File: config.mk
export PLATFORM = sky130hd
export DESIGN_NAME = data_memory_controller
export DESIGN_NICKNAME = d
export VERILOG_FILES = /design/src/rtl/data_memory_controller.sv
export SDC_FILE = /design/constraint.sdc
export NUM_CORES = 1
export LEC_CHECK = 0
export ABC_AREA = 1
export CORE_MARGIN = 2
export CORE_UTILIZATION = 47
export CTS_BUF_LIST = sky130_fd_sc_hd__clkbuf_4
export CTS_CLUSTER_DIAMETER = 30
export DETAILED_ROUTE_END_ITERATION = 6
export GPL_TIMING_DRIVEN = 0
export HOLD_SLACK_MARGIN = 0.05
export PLACE_DENSITY = 0.84
export SYNTH_ARGS = -nofsm -noshare
export SYNTH_HDL_FRONTEND = slang
export SYNTH_SLANG_ARGS = --single-unit
File: constraint.sdc
create_clock -name i_clock -period 5 [get_ports i_clock]
set_input_delay 1 -clock i_clock [delete_from_list [all_inputs] [get_ports i_clock]]
set_output_delay 1 -clock i_clock [all_outputs]
set_load 0.005 [all_outputs]
File: src/rtl/data_memory_controller.sv
// rtl/data_memory_controller.sv - MEM-stage load/store initiator with sub-word RMW and load extension
module data_memory_controller #(
    parameter int NB_ADDR = 7,
    parameter int NB_DATA = 32
) (
    input  logic               i_clock,
    input  logic               i_reset,
    input  logic               i_valid,
    input  logic               i_mem_read,
    input  logic               i_mem_write,
    input  logic [1:0]         i_size,
    input  logic               i_unsigned,
    input  logic [31:0]        i_addr,
    input  logic [NB_DATA-1:0] i_wdata,
    output logic               o_stall,
    output logic [NB_DATA-1:0] o_rdata,
    output logic               o_rdata_valid,
    output logic               o_misaligned,
    output logic               o_mem_write_data,
    output logic               o_mem_read_data,
    output logic [NB_ADDR-1:0] o_write_addr,
    output logic [NB_ADDR-1:0] o_read_addr,
    output logic [NB_DATA-1:0] o_write_data,
    input  logic [NB_DATA-1:0] i_mem_data
);

    typedef enum logic [1:0] {
        IDLE      = 2'd0,
        LOAD_WAIT = 2'd1,
        RMW_WAIT  = 2'd2
    } state_t;

    state_t             state_q, state_d;
    logic [1:0]         lane_q, lane_d;
    logic [1:0]         size_q, size_d;
    logic               unsigned_q, unsigned_d;
    logic [NB_ADDR-1:0] addr_q, addr_d;
    logic [15:0]        wdata_q, wdata_d;
    logic [NB_DATA-1:0] rdata_q, rdata_d;

    logic [NB_ADDR-1:0] word_addr;
    logic               is_req;
    logic               is_byte;
    logic               is_half;
    logic               misalign;
    logic               unused_addr_hi;

    // Address bits above the memory depth wrap and are deliberately dropped.
    assign word_addr      = i_addr[NB_ADDR+1:2];
    assign unused_addr_hi = ^i_addr[31:NB_ADDR+2];
    assign is_req         = i_valid & (i_mem_read | i_mem_write);
    assign is_byte        = (i_size == 2'b00);
    assign is_half        = (i_size == 2'b01);
    // Size 11 falls through as a word access.
    assign misalign       = is_half ? i_addr[0] : (!is_byte && (i_addr[1:0] != 2'b00));

    // Pick the addressed lane(s) out of a memory word and sign/zero extend.
    function automatic logic [NB_DATA-1:0] extract_lane(
        input logic [NB_DATA-1:0] word,
        input logic [1:0]         lane,
        input logic [1:0]         size,
        input logic               zext
    );
        logic [7:0]  b;
        logic [15:0] h;
        b = word[{lane, 3'b000} +: 8];
        h = lane[1] ? word[31:16] : word[15:0];
        case (size)
            2'b00:   extract_lane = {{24{~zext & b[7]}}, b};
            2'b01:   extract_lane = {{16{~zext & h[15]}}, h};
            default: extract_lane = word;
        endcase
    endfunction

    // Overlay the store lane(s) onto the word read back from memory.
    function automatic logic [NB_DATA-1:0] merge_lane(
        input logic [NB_DATA-1:0] word,
        input logic [1:0]         lane,
        input logic [1:0]         size,
        input logic [15:0]        data
    );
        logic [NB_DATA-1:0] m;
        m = word;
        if (size == 2'b00) begin
            m[{lane, 3'b000} +: 8] = data[7:0];
        end else if (lane[1]) begin
            m[31:16] = data;
        end else begin
            m[15:0] = data;
        end
        merge_lane = m;
    endfunction

    // Next-state and memory-side outputs; everything forced quiet while reset is held.
    always_comb begin
        state_d          = state_q;
        lane_d           = lane_q;
        size_d           = size_q;
        unsigned_d       = unsigned_q;
        addr_d           = addr_q;
        wdata_d          = wdata_q;
        rdata_d          = rdata_q;
        o_stall          = 1'b0;
        o_rdata          = rdata_q;
        o_rdata_valid    = 1'b0;
        o_misaligned     = 1'b0;
        o_mem_write_data = 1'b0;
        o_mem_read_data  = 1'b0;
        o_write_addr     = '0;
        o_read_addr      = '0;
        o_write_data     = '0;

        case (state_q)
            IDLE: begin
                if (is_req) begin
                    if (misalign) begin
                        o_misaligned = 1'b1;
                    end else if (i_mem_read) begin
                        o_mem_read_data = 1'b1;
                        o_read_addr     = word_addr;
                        o_stall         = 1'b1;
                        lane_d          = i_addr[1:0];
                        size_d          = i_size;
                        unsigned_d      = i_unsigned;
                        state_d         = LOAD_WAIT;
                    end else if (!is_byte && !is_half) begin
                        o_mem_write_data = 1'b1;
                        o_write_addr     = word_addr;
                        o_write_data     = i_wdata;
                    end else begin
                        o_mem_read_data = 1'b1;
                        o_read_addr     = word_addr;
                        o_stall         = 1'b1;
                        lane_d          = i_addr[1:0];
                        size_d          = i_size;
                        addr_d          = word_addr;
                        wdata_d         = i_wdata[15:0];
                        state_d         = RMW_WAIT;
                    end
                end
            end
            LOAD_WAIT: begin
                rdata_d       = extract_lane(i_mem_data, lane_q, size_q, unsigned_q);
                o_rdata       = rdata_d;
                o_rdata_valid = 1'b1;
                state_d       = IDLE;
            end
            RMW_WAIT: begin
                o_mem_write_data = 1'b1;
                o_write_addr     = addr_q;
                o_write_data     = merge_lane(i_mem_data, lane_q, size_q, wdata_q);
                state_d          = IDLE;
            end
            default: begin
                state_d = IDLE;
            end
        endcase

        if (i_reset) begin
            o_stall          = 1'b0;
            o_rdata          = '0;
            o_rdata_valid    = 1'b0;
            o_misaligned     = 1'b0;
            o_mem_write_data = 1'b0;
            o_mem_read_data  = 1'b0;
            o_write_addr     = '0;
            o_read_addr      = '0;
            o_write_data     = '0;
        end
    end

    // State and request latches; reset abandons any in-flight access.
    always_ff @(posedge i_clock or posedge i_reset) begin
        if (i_reset) begin
            state_q    <= IDLE;
            lane_q     <= 2'b00;
            size_q     <= 2'b00;
            unsigned_q <= 1'b0;
            addr_q     <= '0;
            wdata_q    <= '0;
            rdata_q    <= '0;
        end else begin
            state_q    <= state_d;
            lane_q     <= lane_d;
            size_q     <= size_d;
            unsigned_q <= unsigned_d;
            addr_q     <= addr_d;
            wdata_q    <= wdata_d;
            rdata_q    <= rdata_d;
        end
    end

endmodule
After elaboration in Yosys (flattened, before gate mapping)
Index checks and enable logic that the tools add are counted.
Word-level totals
  flip-flop bits (word level): 62
  output and inout port bits: 83
  logic and storage cells: 93
Operators by class
  $add $sub $neg: 1
  equality and inequality tests: 8
  shift-type cells: 3
  multiplexer cells: 54
  bitwise gates (word level): 8
  reduce and logical (&&, ||, !) cells: 12
Operators with widths (number)
  $mux 32: 8
  $pmux 32 s2: 2
  $mux 7: 11
  $mux 16: 3
  $bwmux 32: 1
  $shift 8x7->32 const A: 1
  $shiftx 32x6->8: 1
  $shiftx 8x7->32: 1
  $mux 1: 18
  $mux 2: 9
  $pmux 7 s2: 1
  $reduce_and 4->1: 2
  $neg 5->7: 1
  $eq 2x1->1 const B: 3
  $logic_not 2->1: 3
  $ne 2x2->1 const B: 3
  $reduce_and 5->1: 1
  $not 1->1: 4
  $and 1x1->1: 3
  $ne 3x3->1 const B: 1
  $reduce_and 3->1: 1
  $eq 2x2->1 const B: 1
  $logic_and 1x1->1: 2
  $logic_not 1->1: 2
  3 further kinds: 3

Longest topological paths before layout
  word-level depth: 9
  depth in mapped cells: 11
  depth with buffers taken out: 9

Least setup slack after synthesis
Ideal clock, no wire load.
  path type: input to output
  from: input i_reset
  to: output o_stall
  arrival time: 3.280 ns
  setup slack: 0.720 ns
  cell stages on the path: 5
  buffers on the path: 2
  path through: clkbuf_1 > inv_1 > nand3_1 > inv_1 > buf_4
On the way
  word-level cells in the longest chain between the ends: 1
RTL lines
  from (decl): RTL line 7  | input logic i_reset,
  $mux 1
  to (decl): RTL line 15  | output logic o_stall,
Every way passes these cells.

Final worst setup path
  from: register lane_q[1]
  to: output o_write_data[16]
On the way
  word-level cells in the longest chain between the ends: 6
  elaborated cells between the ends (all ways): 8
  those cells by class: 1 x add/sub; 2 x shift; 5 x mux
RTL lines
  from (decl): RTL line 34  | logic [1:0] lane_q, lane_d;
  from (signal assigned): RTL line 184  | lane_q <= lane_d;
  $neg 5->7: RTL line 85  | m[{lane, 3'b000} +: 8] = data[7:0];
  $shiftx 8x7->32 / $shift 8x7->32 (equally long branches): RTL line 85
  $bwmux 32: RTL line 85
  $mux 32 (*): RTL line 84  | if (size == 2'b00) begin
  $pmux 32 s2 (*): RTL line 113  | case (state_q)
  $mux 32 (*): RTL line 159  | if (i_reset) begin
  to (decl): RTL line 23  | output logic [NB_DATA-1:0] o_write_data,
Every way passes the cells marked *; elsewhere a longest branch is shown, timed or not.

==> results <==
-- cell families (layout without fill, tap and decap cells) --
kind of cell	after synthesis	count (layout)
AND/OR/NAND/NOR	398	398
adder cells (fa/ha/maj)	5	5
AO/OA/AOI/OAI	202	202
buffers and inverters	140	319
flip-flops	62	62
-- layout by cell type, fill, tap and decap left out, drive strengths merged, types with 7 or more instances in the layout --
cell type      Yosys  routed
nand2            208     208
nand3            110     110
a21oi            111     111
clkdlybuf4s50      0     162
o211ai            36      36
o21ai             53      53
clkinv             3       7
clkbuf            21      30
dfrtp             62      62
nor2              77      77
buf               36      37
inv               80      81
-- flip-flops by register name, summed over array words and instances, names as in the netlist --
register,cells
size_q,2
lane_q,2
addr_q,7
unsigned_q,1
state_q,2
wdata_q,16
rdata_q,32
-- how the worst max path moves through the flow --
stage                  endpoint  slack (ps)  cells past startpoint
2_1_floorplan           o_stall         720                      5
3_3_place_gp            o_stall        -750                      6
3_5_place_dp            o_stall         760                      7
4_1_cts        o_write_data[16]         730                     11
5_1_grt        o_write_data[17]         410                     11
6_report       o_write_data[16]         660                     11
-- critical path, stage by stage, from the launching register on --
cell and delay [ps]:
dfrtp_1 410, buf_6 140, clkinv_2 100, buf_2 220
ha_1 320, inv_1 80, nor2_1 220, nand3_1 290
o21ai_0 240, nand3_1 180, a21oi_1 200, clkdlybuf4s50_1 520
-- power by group through the flow --
stage	clock network, W	logic [W]	registers (W)
after floorplan	0	0.000660	0.000705
after global placement	0	0.00102	0.000727
after detailed placement	0	0.00104	0.000730
after CTS	0.000366	0.00104	0.000720
after global routing	0.000386	0.00117	0.000738
final	0.000369	0.00106	0.000724
-- cell type report --
| cell class | count | area (sq um) | share of cell area |
|---|---|---|---|
| plain buffers | 57 | 289.0 | 0.04126 |
| inverters | 83 | 320.3 | 0.04572 |
| clock buffers | 9 | 67.56 | 0.009645 |
| well taps | 136 | 170.2 | 0.02429 |
| multi-input cells | 605 | 2892 | 0.4128 |
| clock inverters | 7 | 73.82 | 0.01054 |
| flip-flops and latches | 62 | 1551 | 0.2215 |
| repair buffers | 163 | 1642 | 0.2343 |
-- metal layers --
metal	up-vias	wire length (um)
met5	-	0
met4	0	788
li1	3000	-
met2	377	8507
met1	2853	8040
met3	54	2129
-- through the flow --
stage	setup WS [ps]	total power, W
2_1_floorplan	720.0	0.001365
3_3_place_gp	-749.7	0.001749
3_5_place_dp	762.7	0.001768
4_1_cts	729.2	0.002131
5_1_grt	414.4	0.002294
6_report	657.1	0.002154
==> metrics.md <==
| Metric | Value |
|---|---|
| Status | complete, no violations |
| Largest net degree at the start of global routing | 37 |
| Post-Syn Nets | 916 |
| Placed Area | 0.006864 sq mm |
| P per Cell Area | 307.5 mW/mm^2 |
| Post-Synth XOR/XNOR Area | 0 |
| Detailed Place HPWL | 14970 um |
| CTS H-Tree Depth | 3 |
| GPL Wtd Cong | 1.026 |
| FP Rows | 37 |
| Buffers on Ports | 162 |
| Max-slew headroom | 0.5668 |
| CTS max path bufs | 2 |
| Non-Filler Instances | 1122 |
| Remaining antenna violation count | 0 |
| First-pass DRT Iterations | 5 |
| Routed len/inst | 17.35 um |
| Filler cells | 986 |
| Clk slew on worst S/H paths | 130 ps |
| Worst Setup Start Kind | flop |
| Met3 global-route usage | 0.07446 |
| Fraction of layout cells with a size suffix above 1 | 0.07809 |
| Worst Tran Pin Value | 649.8 ps |
| Unrepaired setup endpoints after global routing | false |
| Most frequent cells after synthesis | 197 x nand2_1, 109 x nand3_1, 107 x a21oi_1 |
| Root buffer cell | clkbuf_4 |
| Warnings, synthesis | 0 |
| Fin crit period | 4343 ps |
| Simple-Gate Fraction of Synth Area | 0.3373 |
| Cell Area, Synth | 0.005052 sq mm |
| DRC errors left | 0 |
| ANT cells | 0 |
| Clock sinks | 62 |
| Worst-Skew Late Latency | 440 ps |
| Pint | 0.001227 W |
| Fin Hold WS | 490.2 ps |
| Post-CTS setup buffer count | 0 |
| Core ar. | 0.01037 sq mm |
| Worst clock skew | 23.16 ps |
| Synth top area cells | dfrtp_1 31%, nand2_1 15%, nand3_1 11%, a21oi_1 11%, inv_1 5.6% |
| Initial DRC Count | 588 |
| Hold Path Stages | 2 |
| Fmax achieved | 230.3 MHz |
| Combinational share of power | 0.493 |
| Post-synth EDFFs | 0 |
| Reg power frac | 0.336 |
| Crit path required time | 4000 ps |
| Most Used Layer, Global Route | met2 |
| CP Class | reg -> out |
| Clock share of power | 0.171 |
| Initial Utilization | 0.4872 |
| Placed cells | 1106 |
| Flops & latches, synth | 62 |
| Initial antenna violation count | 0 |
| Setup crit end kind | output port |
| Min-Delay Endpoint | rdata_q[9] |
| Netlist cell types | 31 |
| Crit path DAT | 3340 ps |
| GR Layer Usage met1 | 0.4493 |
| Vias in the first global route | 5629 |
| Final Hold Viols | 0 |
| Peak VDD IR | 0.1394 mV |
| Largest family of logic cells by synthesized area | simple AND/OR/NAND/NOR gates |
| Die Wd | 107.7 um |
| Area share of the largest cell type after synthesis | 0.3071 |
| Die Area | 0.01160 sq mm |
| Hold Crit Start | rdata_q[9] |
| Max Cap Viol | 0 |
| # IOs | 187 |
| Met2 Use GR | 0.5067 |
| Fin crit share | 0.8686 |
| Setup crit start | lane_q[1] |
| Post-Route WL | 19470 um |
| Top FF cell, synth | dfrtp_1 |
| Mux cell area share after synthesis | 0 |
| Area Overhead vs Synth | 38.66% |
| First-pass GRT wire length | 29650 um |
| Adder-cell share of the synthesized area | 0.01238 |
| TritonCTS clock tree | built |
| R2R Setup Slk | 3290 ps |
| Final Instance Area | 0.007005 sq mm |
| Die height | 107.7 um |
| Via count | 6284 |
| Post-cts sizing count | 0 |
| Sw frac | 0.4303 |
| Nets | 1090 |
| Final Max Slew Viols | 0 |
| GRT Overall Usage | 0.3327 |
| Setup violators final | 0 |
| Worst-case reg-to-reg path depth | 5 |
| Reg-to-reg endpoint | rdata_q[7] |
| Drt via density | 5.601 |
| Syn Inst Count | 807 |
| Final core utilization | 0.6756 |
| P_sw | 0.0009270 W |
| Number of buffers created by CTS | 9 |
| GRT overflow | 0 |
| CTS Hold Bufs | 0 |
| Async set-or-reset flop fraction in the synthesized netlist | 1.000 |
| Synth Area in Compound Gates | 0.2226 |
| Leak Pwr | 3.092 nW |
| Fin Setup TNS | 0 ps |
| Yosys top cell by area | dfrtp_1 |
| Worst reg2reg path startpoint | state_q[0] |
| Register area share after synthesis | 0.3071 |
| Hold Crit Class | reg -> reg |
| Top-count cell post-synth | nand2_1 |
| Critical path peak fanout | 12 |
| Syn Area/Cell | 6.261 sq um |
(Power assumes the default switching activity.)
